--- config.mk ---
export PLATFORM = sky130hd
export DESIGN_NAME = param_memory
export DESIGN_NICKNAME = d
export VERILOG_FILES = /design/src/rtl/param_memory.sv
export SDC_FILE = /design/constraint.sdc
export NUM_CORES = 1
export LEC_CHECK = 0
export CORE_UTILIZATION = 30
export CTS_BUF_LIST = sky130_fd_sc_hd__clkbuf_4
export CTS_CLUSTER_SIZE = 14
export DETAILED_ROUTE_END_ITERATION = 12
export SLEW_MARGIN = 30
export SYNTH_ARGS = -nofsm -noshare
export SYNTH_HDL_FRONTEND = slang
export SYNTH_SLANG_ARGS = --single-unit
--- constraint.sdc ---
create_clock -name clk -period 2.9 [get_ports clk]
set_input_delay 0.58 -clock clk [delete_from_list [all_inputs] [get_ports clk]]
set_output_delay 0.58 -clock clk [all_outputs]
set_load 0.005 [all_outputs]
--- src/rtl/param_memory.sv ---
// param_memory: parametrised single-port synchronous memory with byte-enabled
// writes, a configurable read pipeline, a bulk-clear sequencer and range checks.
module param_memory #(
  parameter int DATA_W = 32,               // multiple of 8
  parameter int DEPTH  = 16,               // at least 2, need not be a power of two
  parameter int ADDR_W = $clog2(DEPTH),
  parameter int RD_LAT = 1                 // 1 to 4
) (
  input  logic                clk,
  input  logic                rst,
  input  logic                EN,
  input  logic                WE,
  input  logic [ADDR_W-1:0]   address,
  input  logic [DATA_W-1:0]   Data_in,
  input  logic [DATA_W/8-1:0] BE,
  input  logic                CLR,
  output logic [DATA_W-1:0]   Data_out,
  output logic                Valid_out,
  output logic                Err,
  output logic                Busy,
  output logic [0:0]          fsm_state
);

  // Handshake: a request is accepted on any rising edge where EN=1, CLR=0 and
  // the FSM is IDLE; there is no backpressure. Each accepted read yields exactly
  // one Valid_out pulse RD_LAT cycles later; Data_out is meaningful only while
  // Valid_out=1 and otherwise holds its previous value. Err only rides on Valid_out.

  localparam int                NBYTES    = DATA_W / 8;
  localparam logic [0:0]        IDLE      = 1'b0;
  localparam logic [0:0]        CLEAR     = 1'b1;
  localparam logic [ADDR_W:0]   DEPTH_X   = (ADDR_W + 1)'(DEPTH);
  localparam logic [ADDR_W-1:0] LAST_ADDR = ADDR_W'(DEPTH - 1);

  logic [DATA_W-1:0] mem [DEPTH];
  logic [0:0]        state;
  logic [ADDR_W-1:0] clr_addr;

  logic              in_range;
  logic              accept;
  logic              wr_acc;
  logic              rd_acc;
  logic [DATA_W-1:0] rd_word;

  logic [DATA_W-1:0] pipe_data [RD_LAT];
  logic [RD_LAT-1:0] pipe_vld;
  logic [RD_LAT-1:0] pipe_err;

  always_comb begin
    in_range = ({1'b0, address} < DEPTH_X);
    accept   = (state == IDLE) && !CLR && EN;
    wr_acc   = accept && WE;
    rd_acc   = accept && !WE;
    rd_word  = '0;
    if (in_range) rd_word = mem[address];
  end

  // Array has no reset; the clear sequencer is the only way to zero it.
  always_ff @(posedge clk) begin
    if (state == CLEAR) begin
      mem[clr_addr] <= '0;
    end else if (wr_acc && in_range) begin
      for (int i = 0; i < NBYTES; i++) begin
        if (BE[i]) mem[address][8*i +: 8] <= Data_in[8*i +: 8];
      end
    end
  end

  always_ff @(posedge clk or negedge rst) begin
    if (!rst) begin
      state    <= IDLE;
      clr_addr <= '0;
    end else begin
      case (state)
        IDLE: begin
          if (CLR) begin
            state    <= CLEAR;
            clr_addr <= '0;
          end
        end
        CLEAR: begin
          if (clr_addr == LAST_ADDR) state <= IDLE;
          else                       clr_addr <= clr_addr + 1'b1;
        end
      endcase
    end
  end

  // Data stages only load behind a valid token, so the last stage holds.
  always_ff @(posedge clk or negedge rst) begin
    if (!rst) begin
      pipe_vld <= '0;
      pipe_err <= '0;
      for (int i = 0; i < RD_LAT; i++) pipe_data[i] <= '0;
    end else begin
      pipe_vld[0] <= rd_acc;
      pipe_err[0] <= rd_acc && !in_range;
      if (rd_acc) pipe_data[0] <= rd_word;
      for (int i = 1; i < RD_LAT; i++) begin
        pipe_vld[i] <= pipe_vld[i-1];
        pipe_err[i] <= pipe_err[i-1];
        if (pipe_vld[i-1]) pipe_data[i] <= pipe_data[i-1];
      end
    end
  end

  assign Data_out  = pipe_data[RD_LAT-1];
  assign Valid_out = pipe_vld[RD_LAT-1];
  assign Err       = pipe_err[RD_LAT-1];
  assign Busy      = (state == CLEAR);
  assign fsm_state = state;

endmodule

==> After elaboration in Yosys (flattened, before gate mapping) <==
Memories as Yosys holds them, arrays and structs flattened. A register that Yosys moved wholly into a read port is not among the register bits.
Cells that the tools add are included.
{ "word_totals": {"in_bits": 45, "memories": 1, "ram_bits": 512, "register_bits": 6, "elab_cells": 45, "output_inout_bits": 36} }
{ "classes": {"muxes": 27, "eq_ne": 3, "n_reduce_logical": 9, "n_bitwise": 1, "add_sub_neg": 1} }
{ "mem_list": {"columns": ["memory", "depth", "width", "read_ports", "rd_ports_with_merged_regs", "write_ports", "line_no", "source"], "rows": [
  ["mem", 16, 32, 1, 1, 1, "35", "logic [DATA_W-1:0] mem [DEPTH];"]
]} }
{ "ops": {"columns": ["operator", "count"], "rows": [
  ["32-bit two-way mux", 1],
  ["32-bit OR reduction", 1],
  ["1-bit two-way mux", 20],
  ["4-bit two-way mux", 4],
  ["4-bit one-hot mux with 2 select lines", 1],
  ["4-bit by 1-bit adder with 4-bit output (second input constant)", 1],
  ["4-bit == test (second input constant)", 1],
  ["1-bit logical AND", 4],
  ["2-bit != test (second input constant)", 2],
  ["1-bit zero test", 3],
  ["1-bit one-hot mux with 2 select lines", 1],
  ["2-bit AND reduction", 1],
  ["1-bit inverter", 1]
]} }

==> Logic depth before layout (Yosys ltp) <==
{ "depth": {"depth_word": 9, "ltp_mapped": 7, "ltp_nobuf": 5} }

==> Worst setup path after synthesis <==
No wires, ideal clock.
{ "synth_timing": {"kind": "input to register", "start": "input port CLR", "end": "memory mem[13][10], enable pin", "cell_stages": 5, "path_buffers": 1, "arrival_time_ns": 2.398, "setup_slack_ns": 0.118, "required_time_ns": 2.517, "setup_ns": 0.383, "cell_sequence": "and3b_2 -> nor3b_4 -> mux2_2 -> buf_2 -> nor3_1"} }
{ "synth_between": {"elab_chain_len": 9, "word_cells_on_any_way": 19, "cone_classes": "14 x mux; 5 x reduce/logical"} }
{ "synth_rtl": {"columns": ["element", "line_no", "source"], "rows": [
  ["start: declaration", "16", "input logic CLR,"],
  ["1-bit zero test (*)", "51", "accept = (state == IDLE) && !CLR && EN;"],
  ["1-bit logical AND (*) (2 in series)", "51", null],
  ["1-bit logical AND (*)", "52", "wr_acc = accept && WE;"],
  ["1-bit two-way mux", "62", "end else if (wr_acc && in_range) begin"],
  ["1-bit two-way mux", "60", "if (state == CLEAR) begin"],
  ["1-bit two-way mux (implied by the code)", "64", "if (BE[i]) mem[address][8*i +: 8] <= Data_in[8*i +: 8];"],
  ["32-bit OR reduction (no source line)", null, null],
  ["4-bit two-way mux (no source line)", null, null],
  ["end: declaration", "35", null]
]} }
Every way passes the cells marked *; elsewhere a longest branch is shown, timed or not.

==> Worst setup path after layout <==
{ "layout_timing": {"start": "register state (netlist: Busy)", "end": "output port Busy"} }
{ "layout_rtl": {"columns": ["element", "line_no", "source"], "rows": [
  ["start: declaration", "36", "logic [0:0] state;"],
  ["start signal: assignment", "71", "state <= IDLE;"],
  ["start signal: assignment", "77", "state <= CLEAR;"],
  ["start signal: assignment", "82", "if (clr_addr == LAST_ADDR) state <= IDLE;"],
  ["end: declaration", "20", "output logic Busy,"]
]} }
No word-level cell between the ends.

==> flow_results.org <==
** Run status
- The run finished with clean final reports.

** Timing
- Setup total negative slack on the finished layout was measured at 0 ns.
- Count of final hold-check violations :: 0
- The count of final max-slew check failures is 0.
- Setup repair after global routing missed its margin :: no
- Relative slew slack :: 42.7%
- Once routing completed, OpenROAD measured the worst setup slack at 0.345 ns.
- In the finished design, the share of the clock period the worst path needs comes to 88.1%.
- The smallest clock period supported by the final layout is computed as 2.56 ns.
- Max Clk Rate :: 0.391 GHz
- At the pin with the least slew margin, the transition time is 0.841 ns.
- Setup violations remaining at the end of the flow were counted as 0.
- On the final layout, the worst clock skew is 0.0343 ns.

** Logic synthesis
- Synthesized-area fraction occupied by ao, oa, aoi and oai cells :: 1.02%
- Number of flops mapped to enable cells by yosys :: 512
- FF+latch count, synth :: 550
- Simple-gate share of the synthesized area :: 3.83%
- Summed over its instances, the top area cell type makes up 70.3% of the synthesized netlist area.
- Adder-cell share of the synthesized area :: 0.0572%
- Warnings, synthesis :: 0
- In this run the cell area of the synthesized design comes to 0.0219 mm^2.
- Most common flop cell mapped by yosys :: sky130_fd_sc_hd__edfxtp_1
- Synth top cells by count :: sky130_fd_sc_hd__edfxtp_1, sky130_fd_sc_hd__mux4_2, sky130_fd_sc_hd__mux2i_1
- In the synthesized netlist, mux cells make up 18.5% of the area.
- Most frequent cell after synthesis :: sky130_fd_sc_hd__edfxtp_1
- Gate count of the mapped netlist :: 1055
- After synthesis, the netlist uses 37 different library cells.
- After synthesis, the largest family of logic cells by area is multiplexers.
- By area the synthesized netlist is led by sky130_fd_sc_hd__edfxtp_1, sky130_fd_sc_hd__mux4_2, sky130_fd_sc_hd__dfrtp_1.
- Summing the areas of all xor and xnor instances in the mapped netlist gives 0.0400% of the synthesized area.
- A synthesized cell averages 20.7 um^2.
- Post-synthesis cell type with the largest combined area :: sky130_fd_sc_hd__edfxtp_1
- Syn Nets :: 1101
- Fraction of registers with async set/reset :: 6.91%
- For this run, the register share of the synthesized area comes to 74.6%.

** Drt
- First-pass detailed-route iteration total :: 5
- Total via count after detailed routing :: 10900
- Post-detailed-route DRC marker count :: 0
- Dividing the detail-routed wire length by the instance count gives 21.0 um.
- Total length of routed wires :: 50.0 mm
- The detailed router finished its first iteration with 758 violations.
- Dividing the detail-routed via count by the number of cells gives 4.60.
- Remaining antenna violation count :: 0

** Global route
- Sum of overflow across all layers after global routing :: 0
- Global routing used 13.8% of the available tracks.
- The first global-routing pass estimated 75.1 mm of wire.
- The number of antenna violations at the first check in global routing came to 1.
- Number of global-route vias before repair :: 12000
- Entering global routing, the biggest net connects 64 pins.

** Setup path
- Count of buffering cells on the critical path with inverters included :: 2
- Crit path DAT :: 1.98 ns
- CP startpoint :: Busy
- Data on the critical path is required at its endpoint by 2.32 ns.
- Setup slack of the most critical reg-to-reg path :: 0.53 ns
- For this run, the slowest stage of the critical path takes 0.54 ns.
- The worst setup path is of the register to primary output kind.
- Max Fanout on Critical Path :: 17
- The signal on the critical path passes through buf_4 -> clkdlybuf4s50_1.
- For this design, the slowest cell found on the critical path is sky130_fd_sc_hd__clkdlybuf4s50_1.
- Reg-to-reg critical path endpoint :: mem[11][18]
- Reg2reg start :: Busy
- STA classifies the critical path endpoint as a primary output.
- The kind of cell with the highest combined delay along the critical path is buffers and inverters.
- R2R depth :: 7
- STA classifies the critical path startpoint as a register.

** Cells and area
- At the end of the flow, the number of nets in the layout was 1374.
- The area growth from synthesis to layout is 19.9%.
- Fill cell total of the finished layout :: 6715
- The post-route netlist has 36.3% of its cells at a drive strength greater than 1.
- Layout Cells excl Fill :: 2382
- Final instance area :: 0.0262 mm^2

** Clock network
- Clock sinks :: 550
- The tree is rooted in a sky130_fd_sc_hd__clkbuf_4.
- TritonCTS built the clock tree.
- Max Root-Sink Buffers :: 3
- TritonCTS Buffers :: 138
- Clock latency on the worst-skew pair, taken at its later pin, is 0.83 ns.
- The H-tree was split into 4 levels.
- Postcts setup bufs :: 0
- After clock tree synthesis, the clock-pin slew on the worst setup and hold paths is 0.07 ns.

** Placed design
- Count of port buffers added during placement :: 79
- Area of placed instances :: 0.0245 mm^2
- Detailed placement ended at an HPWL of 32.5 mm.
- The congestion estimate from routability-driven global placement came to 0.794.
- Before CTS, the worst setup slack after placement is -0.412 ns.
- DP Cell Count :: 2137

** Power
- Worst-case vdd ir drop :: 0.000345 V
- The analysis attributes to cell leakage a power of 8.95 nW.
- Power density relative to cell area :: 802 mW/mm^2

** Floorplan
- Cell Rows :: 98
- Area of the die :: 0.0740 mm^2
- Initial cell density of the core :: 30.5%
- IO Count :: 81
- Floorplan Core Area :: 0.0719 mm^2
- X dimension of the die :: 272 um
- The floorplan step set the die height to 272 um.

** Hold path
- The min-delay analysis places its worst path in the category input pin to asynchronous set/reset pin.

** Job
- Max-cap violations in this run came to 0.
registers in the layout (all words and copies together), names as in the netlist:
register and count:
Data_out 32, Busy 1, mem 512, clr_addr 4
Valid_out 1
stage by stage:
stage,hold slack (ns),util [%],power (mW)
floorplan,0.284,-,12.8
global placement,0.390,34.1,14.9
detailed placement,0.391,34.1,15.0
CTS,0.0156,36.5,21.4
global route,0.0434,36.5,22.1
finish,0.104,36.5,21.0
layout by cell type, fill, tap and decap left out, types with 14 or more instances in the layout:
cell	instances
sky130_fd_sc_hd__o21ai_0	33
sky130_fd_sc_hd__nor3_1	58
sky130_fd_sc_hd__clkdlybuf4s50_1	74
sky130_fd_sc_hd__mux4_2	128
sky130_fd_sc_hd__dfrtp_1	38
sky130_fd_sc_hd__clkinv_1	28
sky130_fd_sc_hd__edfxtp_1	512
sky130_fd_sc_hd__mux2_2	35
sky130_fd_sc_hd__and2_1	30
sky130_fd_sc_hd__mux2i_1	65
sky130_fd_sc_hd__buf_12	14
sky130_fd_sc_hd__clkbuf_4	200
sky130_fd_sc_hd__buf_4	108
sky130_fd_sc_hd__nand2_1	37
layer usage:
layer | up-vias | part of all wire (%) | track usage (%)
li1 | 4939 | - | -
met1 | 5598 | 42 | 17.3
met2 | 340 | 51 | 23.2
met3 | 72 | 5.4 | 3.31
met4 | 0 | 1.8 | 5.31
met5 | - | 0 | 0
worst max path at each step:
stage / cells after the start / end
after global placement: 7 / mem[10][26]
after detailed placement: 9 / mem[11][17]
after floorplan: 5 / mem[13][10]
after global routing: 2 / fsm_state
final: 2 / Busy
after CTS: 2 / Busy
cell families (layout without fill, tap and decap cells):
kind of cell	after synthesis	count (layout)
multiplexers	233	233
AO/OA/AOI/OAI	43	43
buffers and inverters	69	445
other	1	2
flip-flops	550	550
AND/OR/NAND/NOR	157	157
XOR/XNOR	1	1
adder cells (fa/ha/maj)	1	1
repair_timing:
action                                 CTS  global route
hold buffers                             1             0
endpoints found under the hold margin   38             0
gates resized for setup                  0             0
power breakdown:
group          switching (mW)  total [mW]  internal [mW]
combinational            2.20        4.12           1.92
clock                    2.99        6.25           3.26
sequential              0.465        10.7           10.2
final cells by class:
class,instances,area [um^2],share of cell area (%)
flip-flops and latches,550,16300,62.3
multi-input cells,436,5140,19.6
repair buffers,200,1870,7.11
clock buffers,200,1500,5.73
well taps,950,1190,4.53
clock inverters,43,195,0.744
inverters,2,7.51,0.0286
diodes,1,2.50,0.00954
(Power assumes the default switching activity.)
